--- config.mk ---
export PLATFORM = sky130hd
export DESIGN_NAME = bit_serial_adder
export DESIGN_NICKNAME = d
export VERILOG_FILES = /design/src/rtl/bit_serial_adder.sv
export SDC_FILE = /design/constraint.sdc
export NUM_CORES = 1
export LEC_CHECK = 0
export CORE_MARGIN = 3
export CORE_UTILIZATION = 54
export CTS_CLUSTER_SIZE = 28
export DETAILED_ROUTE_END_ITERATION = 12
export PLACE_DENSITY = 0.9
export SLEW_MARGIN = 20
export SYNTH_ARGS = -nofsm -noshare
export SYNTH_HDL_FRONTEND = slang
export SYNTH_SLANG_ARGS = --single-unit
--- constraint.sdc ---
create_clock -name clk -period 2.2 [get_ports clk]
set_input_delay 0.44 -clock clk [delete_from_list [all_inputs] [get_ports clk]]
set_output_delay 0.44 -clock clk [all_outputs]
set_load 0.01 [all_outputs]
--- src/rtl/bit_serial_adder.sv ---
// Bit-serial adder: adds two WIDTH-bit operands one bit per clock, LSB first,
// through a single full-adder cell and a carry flop.
module bit_serial_adder #(
    parameter int WIDTH = 64
) (
    input  logic             clk,
    input  logic             rst,
    input  logic             start,
    input  logic [WIDTH-1:0] Input_1,
    input  logic [WIDTH-1:0] Input_2,
    input  logic             Carry_in,
    output logic             busy,
    output logic             done,
    output logic [WIDTH-1:0] Result,
    output logic             Carry,
    output logic             Overflow,
    output logic [1:0]       dbg_state
);

    // Handshake: start is honoured only in IDLE (busy=0, done=0); done is a
    // one-cycle pulse and Result/Carry/Overflow are valid from it until the next start.

    typedef enum logic [1:0] {
        IDLE = 2'd0,
        RUN  = 2'd1,
        DONE = 2'd2
    } state_t;

    localparam int CW = $clog2(WIDTH + 1);
    localparam logic [CW-1:0] LAST = CW'(WIDTH - 1);

    state_t           state;
    state_t           state_nxt;
    logic             load;
    logic [WIDTH-1:0] a_sh;
    logic [WIDTH-1:0] b_sh;
    logic [WIDTH-1:0] sum_sh;
    logic [WIDTH-1:0] sum_nxt;
    logic             c;
    logic             c_nxt;
    logic             s;
    logic [CW-1:0]    cnt;

    always_ff @(posedge clk) begin
        if (!rst) state <= IDLE;
        else      state <= state_nxt;
    end

    always_comb begin
        state_nxt = state;
        load      = 1'b0;
        case (state)
            IDLE: begin
                if (start) begin
                    state_nxt = RUN;
                    load      = 1'b1;
                end
            end
            RUN:     if (cnt == LAST) state_nxt = DONE;
            DONE:    state_nxt = IDLE;
            default: state_nxt = IDLE;
        endcase
    end

    // Full-adder cell on the current LSBs
    always_comb begin
        s       = a_sh[0] ^ b_sh[0] ^ c;
        c_nxt   = (a_sh[0] & b_sh[0]) | (a_sh[0] & c) | (b_sh[0] & c);
        sum_nxt = {s, sum_sh[WIDTH-1:1]};
    end

    always_ff @(posedge clk) begin
        if (!rst) begin
            a_sh     <= '0;
            b_sh     <= '0;
            sum_sh   <= '0;
            c        <= 1'b0;
            cnt      <= '0;
            Result   <= '0;
            Carry    <= 1'b0;
            Overflow <= 1'b0;
        end else if (load) begin
            a_sh   <= Input_1;
            b_sh   <= Input_2;
            c      <= Carry_in;
            cnt    <= '0;
            sum_sh <= '0;
        end else if (state == RUN) begin
            a_sh   <= a_sh >> 1;
            b_sh   <= b_sh >> 1;
            sum_sh <= sum_nxt;
            c      <= c_nxt;
            cnt    <= cnt + 1'b1;
            // On the MSB step c is the carry into the MSB, so the visible
            // outputs are taken from this cycle's adder results directly.
            if (cnt == LAST) begin
                Result   <= sum_nxt;
                Carry    <= c_nxt;
                Overflow <= c ^ c_nxt;
            end
        end
    end

    assign busy      = (state == RUN);
    assign done      = (state == DONE);
    assign dbg_state = state;

endmodule

==> results.py, run 1 <==
metrics = {
    "run_status": {
        "outcome": "finished, final reports clean",
    },
    "timing": {
        "max-slew-margin-rel": 0.4455,
        "fin_worst_skew_ns": 0.01189,
        "worst_pin_slew_ns": 0.8317,
        "setup_viol": 0,
        "slew_violations": 0,
        "hold_violations": 0,
        "timing.final.crit_share": 0.9811,
        "max_freq_mhz": 463.3,
        "rsz0062_at_grt": "false",
        "min_period_ns": 2.158,
        "fin_setup_tns_ns": 0,
    },
    "clocking": {
        "clock_sinks": 267,
        "ctsHoldBuffers": 0,
        "htree_num_levels": 1,
        "cts_tree": "done",
        "clockRootBuffer": "clkbuf_16",
        "clk_pin_slew_worst_paths_ns": 0.06,
        "clockBufferDepth": 3,
        "cts_made_buffers": 26,
        "postCtsSetupBuffers": 0,
        "clock_latency_ns": 0.53,
    },
    "worst_setup_path": {
        "worstSetupStartpointType": "flop",
        "worstSetupPathType": "reg -> out",
        "worst-path-buf-inv": 1,
        "rr_worst_depth": 4,
        "crit_fanout": 10,
        "endpoint_kind": "output port",
        "arrival_ns": 1.72,
        "r2r_slack_ns": 0.33,
        "cp_slowest_cell": "clkdlybuf4s50_1",
        "worst_ep_required_time_ns": 1.76,
        "crit_chain": "nor2b_2 > clkdlybuf4s50_1",
        "rr_startpoint": "dbg_state[0]",
        "cpPeakStageDelay_ns": 0.56,
        "path_delay_family": "buffers and inverters",
        "timing.rr.end": "b_sh[37]",
    },
    "min_path": {
        "hold_start": "rst",
        "hp-class": "in -> reg",
        "min_delay_path_depth": 3,
        "min_to": "b_sh[63]",
    },
    "synth": {
        "syn_area_sq_um": 11520,
        "ys.flop_type": "dfxtp_1",
        "synth-seq-area-share": 0.4640,
        "syn_area_per_cell_sq_um": 8.451,
        "synth-seq-cells": 267,
        "ys_types": 39,
        "yosysTopAreaCell": "dfxtp_1",
        "synth_edf_count": 0,
        "synth_top_area_share": 0.4640,
        "async_reset_ff_frac": 0,
        "synth_area_leaders": "dfxtp_1 (46%), a21oi_1 (11%), o221a_2 (9.5%)",
        "synthesis.nets": 1497,
        "ys.warnings.count": 0,
        "syn_inst": 1363,
    },
    "pwr": {
        "p_leak_nw": 5.142,
        "peakVddDrop_mv": 0.5165,
        "power.density_nw_per_um2": 778.2,
    },
    "final_layout": {
        "fin_cells": 1754,
        "diodes": 0,
        "final_cell_mix": "dfxtp_1 (265), a21oi_1 (260), clkdlybuf4s50_1 (198), nor2_1 (131), nand2_1 (130)",
        "design_area_sq_um": 14490,
        "drive_gt1_frac": 0.1213,
        "syn2layout_area_growth_pct": 25.80,
        "final_common_cell": "dfxtp_1",
        "fin_nets": 1598,
    },
    "global_routing": {
        "grt_max_degree": 101,
        "grt_antenna_before_repair": 0,
        "grt_pass1_wl_mm": 48.14,
        "grt_pass1_vias": 9736,
        "grt-ovfl-total": 0,
        "grt_use_total": 0.2372,
    },
    "place": {
        "place_congestion": 0.8032,
        "portBuffers": 201,
        "dp_hpwl_mm": 17.85,
        "dpl_cell_area_sq_um": 13530,
        "dp.cells": 1706,
    },
    "job": {
        "drv_cap": 0,
    },
    "floorplanning": {
        "die_y_um": 152.1,
        "rows": 52,
        "die_area_sq_um": 23120,
        "core_sq_um": 20620,
        "start_util": 0.5585,
        "die-width_um": 152.1,
        "io_pins": 202,
    },
    "route": {
        "wl_per_cell_um": 16.75,
        "drc": 0,
        "viasPerCell": 5.968,
        "wirelength_mm": 29.38,
        "ant_nets": 0,
        "drtIter0Drc": 869,
        "vias": 10470,
        "first_pass_iters": 5,
    },
}
-- metrics by stage --
stage,total power [mW],utilization,worst slack (ns),hold slack (ns)
4_1_cts,11.31,0.7024,0.02711,0.3677
6_report,11.28,0.7026,0.04160,0.3712
5_1_grt,11.66,0.7026,0.01895,0.4194
2_1_floorplan,6.083,-,0.4378,0.4367
3_5_place_dp,6.523,0.6558,0.4416,0.4583
3_3_place_gp,6.481,0.6558,0.5140,0.4465
-- what timing repair did --
action / 4_1_cts / 5_1_grt
pin swaps: 0 / 0
gates resized for setup: 2 / 1
endpoints found under the setup margin: 2 / 1
-- power breakdown --
part / internal, mW / switching, mW / leakage [nW]
clock network: 2.93 / 1.90 / 0.472
registers: 5.05 / 0.133 / 2.19
logic: 0.645 / 0.608 / 2.48
-- routing by layer --
metal	global-route usage	part of all wire
met5	0	0
met1	0.3318	0.44
met2	0.3916	0.48
met4	0.05009	0.018
met3	0.03669	0.065
-- Yosys cell counts (2+ instances only) --
cell      instances
a21oi_1         260
o221a_2          97
o31ai_1           2
xnor2_1           2
nor2b_1         127
inv_2             2
nor3_1            3
nand2b_1          2
o21ai_1          15
buf_4             3
dfxtp_1         267
o21ai_0          52
buf_2            50
nand3_1           2
clkbuf_1         94
inv_1             2
nor2_1          131
or4_1             2
o221a_1          30
a22oi_1           2
nand4_1          65
buf_1             4
nand2_1         130
nor3b_1           2
or3_1             2
nand4b_1          2
-- final cells by class --
type | instances | area (sq um)
fillers | 1527 | 6135
well taps | 270 | 337.8
flip-flops and latches | 267 | 5353
repair buffers | 225 | 2302
clock inverters | 9 | 133.9
multi-input cells | 940 | 5528
inverters | 4 | 15.01
clock buffers | 39 | 820.8
-- state kept, by name (all words and copies together), names as in the netlist --
| signal | count |
|---|---|
| dbg_state | 2 |
| a_sh | 64 |
| cnt | 7 |
| Overflow | 1 |
| c | 1 |
| Result | 64 |
| b_sh | 64 |
| Carry | 1 |
| sum_sh | 63 |
-- tightest hold or removal path, cell delays in order --
cell and delay [ns]:
buf_4 0.12, inv_2 0.16, nor2_1 0.14
-- worst max path at each step --
stage,cells after the start,to,start
final,2,done,dbg_state[1]
after global placement,4,a_sh[3],dbg_state[0]
after CTS,2,done,dbg_state[1]
after global routing,2,done,dbg_state[1]
after floorplan,4,done,dbg_state[1]
after detailed placement,4,b_sh[49],dbg_state[0]
-- cell families after synthesis --
logic type,share of synthesized area
AO/OA/AOI/OAI,0.2700
XOR/XNOR,0.002282
adder cells (fa/ha/maj),0.002824
buffers and inverters,0.05790
flip-flops,0.4640
AND/OR/NAND/NOR,0.2029
(Power assumes the default switching activity.)
==> inputs of run 2 (changes only) <==
Settings changed: CORE_MARGIN 3 to 2.
==> run 2 against run 1 <==
Effect of this change:
- non-clock buffer count stayed put
- count of clock-buffer cells in the layout fell by 1
- setup slack improved by 0.015 ns
- critical endpoint unchanged
==> results.py, run 2 (same netlist as run 1, synthesis figures left out) <==
metrics = {
    "global_routing": {
        "grt_pass1_vias": 9568,
        "grt_antenna_before_repair": 3,
        "grt_use_total": 0.2446,
        "grt_pass1_wl_mm": 46.25,
        "grt_max_degree": 164,
        "grt-ovfl-total": 0,
    },
    "timing": {
        "slew_violations": 0,
        "fin_ws_ns": 0.05677,
        "max_freq_mhz": 466.6,
        "min_period_ns": 2.143,
        "max-slew-margin-rel": 0.3800,
        "fin_setup_tns_ns": 0,
        "hold_ws_ns": 0.4690,
        "fin_worst_skew_ns": 0.008340,
        "timing.final.crit_share": 0.9742,
        "rsz0062_at_grt": "false",
        "hold_violations": 0,
        "setup_viol": 0,
        "worst_pin_slew_ns": 0.9300,
    },
    "final_layout": {
        "regArea_sq_um": 5353,
        "fin_nets": 1598,
        "fin_cells": 1753,
        "final_common_cell": "dfxtp_1",
        "syn2layout_area_growth_pct": 24.44,
        "final_cell_mix": "dfxtp_1 (265), a21oi_1 (260), clkdlybuf4s50_1 (198), nor2_1 (131), nand2_1 (130)",
        "fillers": 1656,
        "reg.largest.list": "Result (64), a_sh (64), b_sh (64)",
        "multi_input_area_sq_um": 5520,
        "drive_gt1_frac": 0.1150,
        "diodes": 0,
    },
    "pwr": {
        "power_mw": 10.75,
        "power.density_nw_per_um2": 750.0,
        "peakVddDrop_mv": 0.4937,
        "p_leak_nw": 5.062,
    },
    "route": {
        "drtIter0Drc": 825,
        "viasPerCell": 5.950,
        "wirelength_mm": 28.90,
        "wl_per_cell_um": 16.49,
        "ant_nets": 0,
        "drc": 0,
        "vias": 10430,
        "first_pass_iters": 8,
    },
    "place": {
        "place_congestion": 0.7925,
        "pre_cts_ws_ns": 0.4221,
        "dp.cells": 1711,
        "portBuffers": 201,
        "dp_hpwl_mm": 17.62,
    },
    "clocking": {
        "clock_sinks": 267,
        "cts_made_buffers": 26,
        "cts_tree": "done",
        "clockRootBuffer": "clkbuf_16",
        "clock_latency_ns": 0.53,
        "htree_num_levels": 1,
        "clockBufferDepth": 3,
        "clk_pin_slew_worst_paths_ns": 0.06,
        "ctsHoldBuffers": 0,
    },
    "run_status": {
        "outcome": "finished, final reports clean",
    },
    "job": {
        "drv_cap": 0,
    },
    "floorplanning": {
        "die_area_sq_um": 22520,
        "core_sq_um": 20960,
        "die-width_um": 150.1,
        "start_util": 0.5497,
        "die_y_um": 150.1,
        "io_pins": 202,
        "rows": 53,
    },
    "worst_setup_path": {
        "worst_ep_required_time_ns": 1.76,
        "arrival_ns": 1.70,
        "endpoint_kind": "output port",
        "crit_chain": "nor2b_1 > clkdlybuf4s50_1",
        "crit_fanout": 11,
        "cp_slowest_cell": "clkdlybuf4s50_1",
        "worstSetupStartpointType": "flop",
        "worstSetupPathType": "reg -> out",
        "cpPeakStageDelay_ns": 0.61,
    },
    "min_path": {
        "hp-class": "reg -> reg",
    },
}
-- run 2: cell count changes in the layout (fill, tap and decap cells not counted), sizes merged --
cell,delta
clkinv,-3
clkbuf,-1
bufinv,-2
-- run 2: routing by layer --
metal / global-route usage / wire (um)
met5: 0 / 30
met4: 0.07830 / 818
met3: 0.04085 / 1930
met2: 0.3932 / 13750
met1: 0.3362 / 12370
-- run 2: layout make-up --
type / instances / share of cell area
sequential: 267 / 0.3734
timing repair buffer: 225 / 0.1589
tap: 275 / 0.02400
inverter: 4 / 0.001047
clock buffer: 38 / 0.05421
multi-input combinational: 940 / 0.3851
clock inverter: 4 / 0.003317
-- run 2: where the power goes --
part | switching [mW] | internal (mW) | leakage (nW) | total [mW]
Sequential | 0.132 | 5.06 | 2.19 | 5.19
Clock | 1.79 | 2.54 | 0.404 | 4.32
Combinational | 0.596 | 0.641 | 2.47 | 1.24
Total | 2.52 | 8.23 | 5.06 | 10.8
-- run 2: timing repair --
action                     CTS  global route
buffers inserted             0             0
resized for setup            0             1
setup endpoints to repair    0             1
-- run 2: critical path: cells and delay by family, from the launching register on --
kind / cells / cell delay (ns)
AND/OR/NAND/NOR: 1 / 0.14
flip-flops: 1 / 0.43
buffers and inverters: 1 / 0.61
-- run 2: metrics by stage --
stage | area (sq um) | utilization
floorplan | 11520 | -
global placement | 13510 | 0.6446
detailed placement | 13510 | 0.6446
CTS | 14330 | 0.6839
global route | 14330 | 0.6840
finish | 14330 | 0.6840
-- run 2: path summary, 6_finish.rpt --
path	start	endpoint	slack, ns	cells after the start
worst max-delay path	dbg_state[1]	done	0.06	2
worst min-delay path	Result[9]	Result[9]	0.47	2
worst max register to register	cnt[0]	Result[15]	0.40	5
worst min register to register	Result[9]	Result[9]	0.47	2
==> inputs of run 3 (changes only) <==
Settings changed: CORE_ASPECT_RATIO set to 1.5.
==> run 3 against run 2 <==
Effect of this change:
- critical path depth decreased by 1
- setup slack improved by 0.13 ns
- sequential power is essentially flat
- sequential cell count stayed put
- register-to-register slack about the same
- final area about the same
- total power down 0.37%
- sequential share of layout area about the same
- combinational power is essentially flat
- final cell count is 0.34% lower
- count of clock-buffer cells in the layout fell by 4
- largest power group unchanged
==> results.py, run 3 (same netlist as run 1, synthesis figures left out) <==
metrics = {
    "final_layout": {
        "final_cell_mix": "dfxtp_1 (265), a21oi_1 (260), clkdlybuf4s50_1 (197), nor2_1 (131), nand2_1 (130)",
        "fin_util": 0.6834,
        "fin_cells": 1747,
        "drive_gt1_frac": 0.1164,
        "syn2layout_area_growth_pct": 24.48,
        "final_common_cell": "dfxtp_1",
        "fin_nets": 1599,
        "reg.largest.list": "Result (64), a_sh (64), b_sh (64)",
    },
    "worst_setup_path": {
        "endpoint_kind": "output port",
        "crit_chain": "clkdlybuf4s50_1",
        "worst-path-buf-inv": 1,
        "timing.rr.end": "sum_sh[32]",
        "worst_ep_required_time_ns": 1.76,
        "cpPeakStageDelay_ns": 0.61,
        "arrival_ns": 1.57,
        "worstSetupStartpointType": "flop",
        "rr_worst_depth": 5,
        "worstSetupPathType": "reg -> out",
        "cp_slowest_cell": "clkdlybuf4s50_1",
        "path_delay_family": "buffers and inverters",
        "r2r_slack_ns": 0.40,
        "crit_fanout": 14,
        "rr_startpoint": "dbg_state[1]",
    },
    "global_routing": {
        "grt_use_total": 0.2479,
        "grt_antenna_before_repair": 3,
        "grt_max_degree": 187,
        "grt_pass1_vias": 9826,
        "grt_pass1_wl_mm": 47.00,
        "grt-ovfl-total": 0,
    },
    "pwr": {
        "swShare": 0.2338,
        "power.density_nw_per_um2": 747.0,
        "p_leak_nw": 5.094,
        "power_frac_clock": 0.400,
        "internal_power_mw": 8.207,
        "comb_power_share": 0.116,
        "pwr-share-seq": 0.484,
        "peakVddDrop_mv": 0.5662,
        "power.switching_mw": 2.504,
    },
    "floorplanning": {
        "die_y_um": 182.9,
        "io_pins": 202,
        "die_area_sq_um": 22540,
        "core_sq_um": 20980,
        "rows": 65,
        "die-width_um": 123.3,
        "start_util": 0.5490,
    },
    "clocking": {
        "postCtsSetupBuffers": 0,
        "clk_pin_slew_worst_paths_ns": 0.06,
        "clockBufferDepth": 3,
        "clockRootBuffer": "clkbuf_16",
        "clock_latency_ns": 0.51,
        "htree_num_levels": 1,
        "cts_tree": "done",
        "clock_sinks": 267,
        "cts_made_buffers": 25,
    },
    "timing": {
        "fin_worst_skew_ns": 0.008918,
        "rsz0062_at_grt": "false",
        "min_period_ns": 2.012,
        "worst_pin_slew_ns": 0.8863,
        "fin_setup_tns_ns": 0,
        "setup_viol": 0,
        "slew_violations": 0,
        "max_freq_mhz": 497.1,
        "timing.final.crit_share": 0.9144,
        "hold_violations": 0,
        "max-slew-margin-rel": 0.4092,
    },
    "route": {
        "ant_nets": 0,
        "drtIter0Drc": 890,
        "vias": 10430,
        "drc": 0,
        "viasPerCell": 5.971,
        "wl_per_cell_um": 16.46,
        "first_pass_iters": 8,
        "wirelength_mm": 28.75,
    },
    "min_path": {
        "min_delay_path_depth": 3,
        "min_to": "dbg_state[0]",
        "hold_start": "start",
        "hp-class": "in -> reg",
    },
    "place": {
        "dp_hpwl_mm": 17.51,
        "portBuffers": 201,
        "dp.cells": 1706,
        "place_congestion": 0.8191,
    },
    "run_status": {
        "outcome": "finished, final reports clean",
    },
    "job": {
        "drv_cap": 0,
    },
}
==> run 3: layer usage <==
layer	track usage	part of all wire
met1	0.3223	0.40
met2	0.4215	0.51
met3	0.04073	0.063
met4	0.06909	0.026
met5	0	0.00094
==> run 3: worst max path at each step <==
stage	from	endpoint	slack, ns	cells after the start
2_1_floorplan	dbg_state[1]	done	0.44	4
3_3_place_gp	dbg_state[1]	sum_sh[61]	0.53	5
3_5_place_dp	dbg_state[1]	sum_sh[30]	0.46	5
4_1_cts	dbg_state[1]	busy	0.01	3
5_1_grt	dbg_state[1]	dbg_state[1]	0.16	1
6_report	dbg_state[1]	dbg_state[1]	0.19	1
==> run 3: cell type report <==
class,instances,area [sq um]
Tap cell,268,335.3
Clock buffer,34,719.4
Fill cell,1652,6644
Inverter,4,15.01
Sequential cell,267,5353
Clock inverter,6,86.33
Timing Repair Buffer,227,2307
Multi-Input combinational cell,940,5520
Antenna cell,1,2.502
==> run 3: per-stage QoR <==
stage	hold slack (ns)	power (mW)	setup slack, ns	instance area, sq um
after floorplan	0.4367	6.083	0.4378	11520
after global placement	0.4492	6.478	0.5334	13530
after detailed placement	0.4625	6.518	0.4555	13530
after CTS	0.3161	10.78	0.01143	14330
after global routing	0.3601	11.12	0.1555	14340
final	0.3353	10.71	0.1884	14340
==> run 3: timing repair <==
item | 4_1_cts | 5_1_grt
hold buffers | 0 | 0
gates resized for setup | 0 | 2
setup endpoints to repair | 0 | 2
==> run 3: power groups by stage <==
stage | clock network [mW] | registers [mW] | logic [mW]
final | 4.29 | 5.19 | 1.24
after global routing | 4.55 | 5.21 | 1.36
after CTS | 4.36 | 5.18 | 1.24
after detailed placement | 0 | 5.28 | 1.23
after global placement | 0 | 5.28 | 1.20
after floorplan | 0 | 5.25 | 0.833
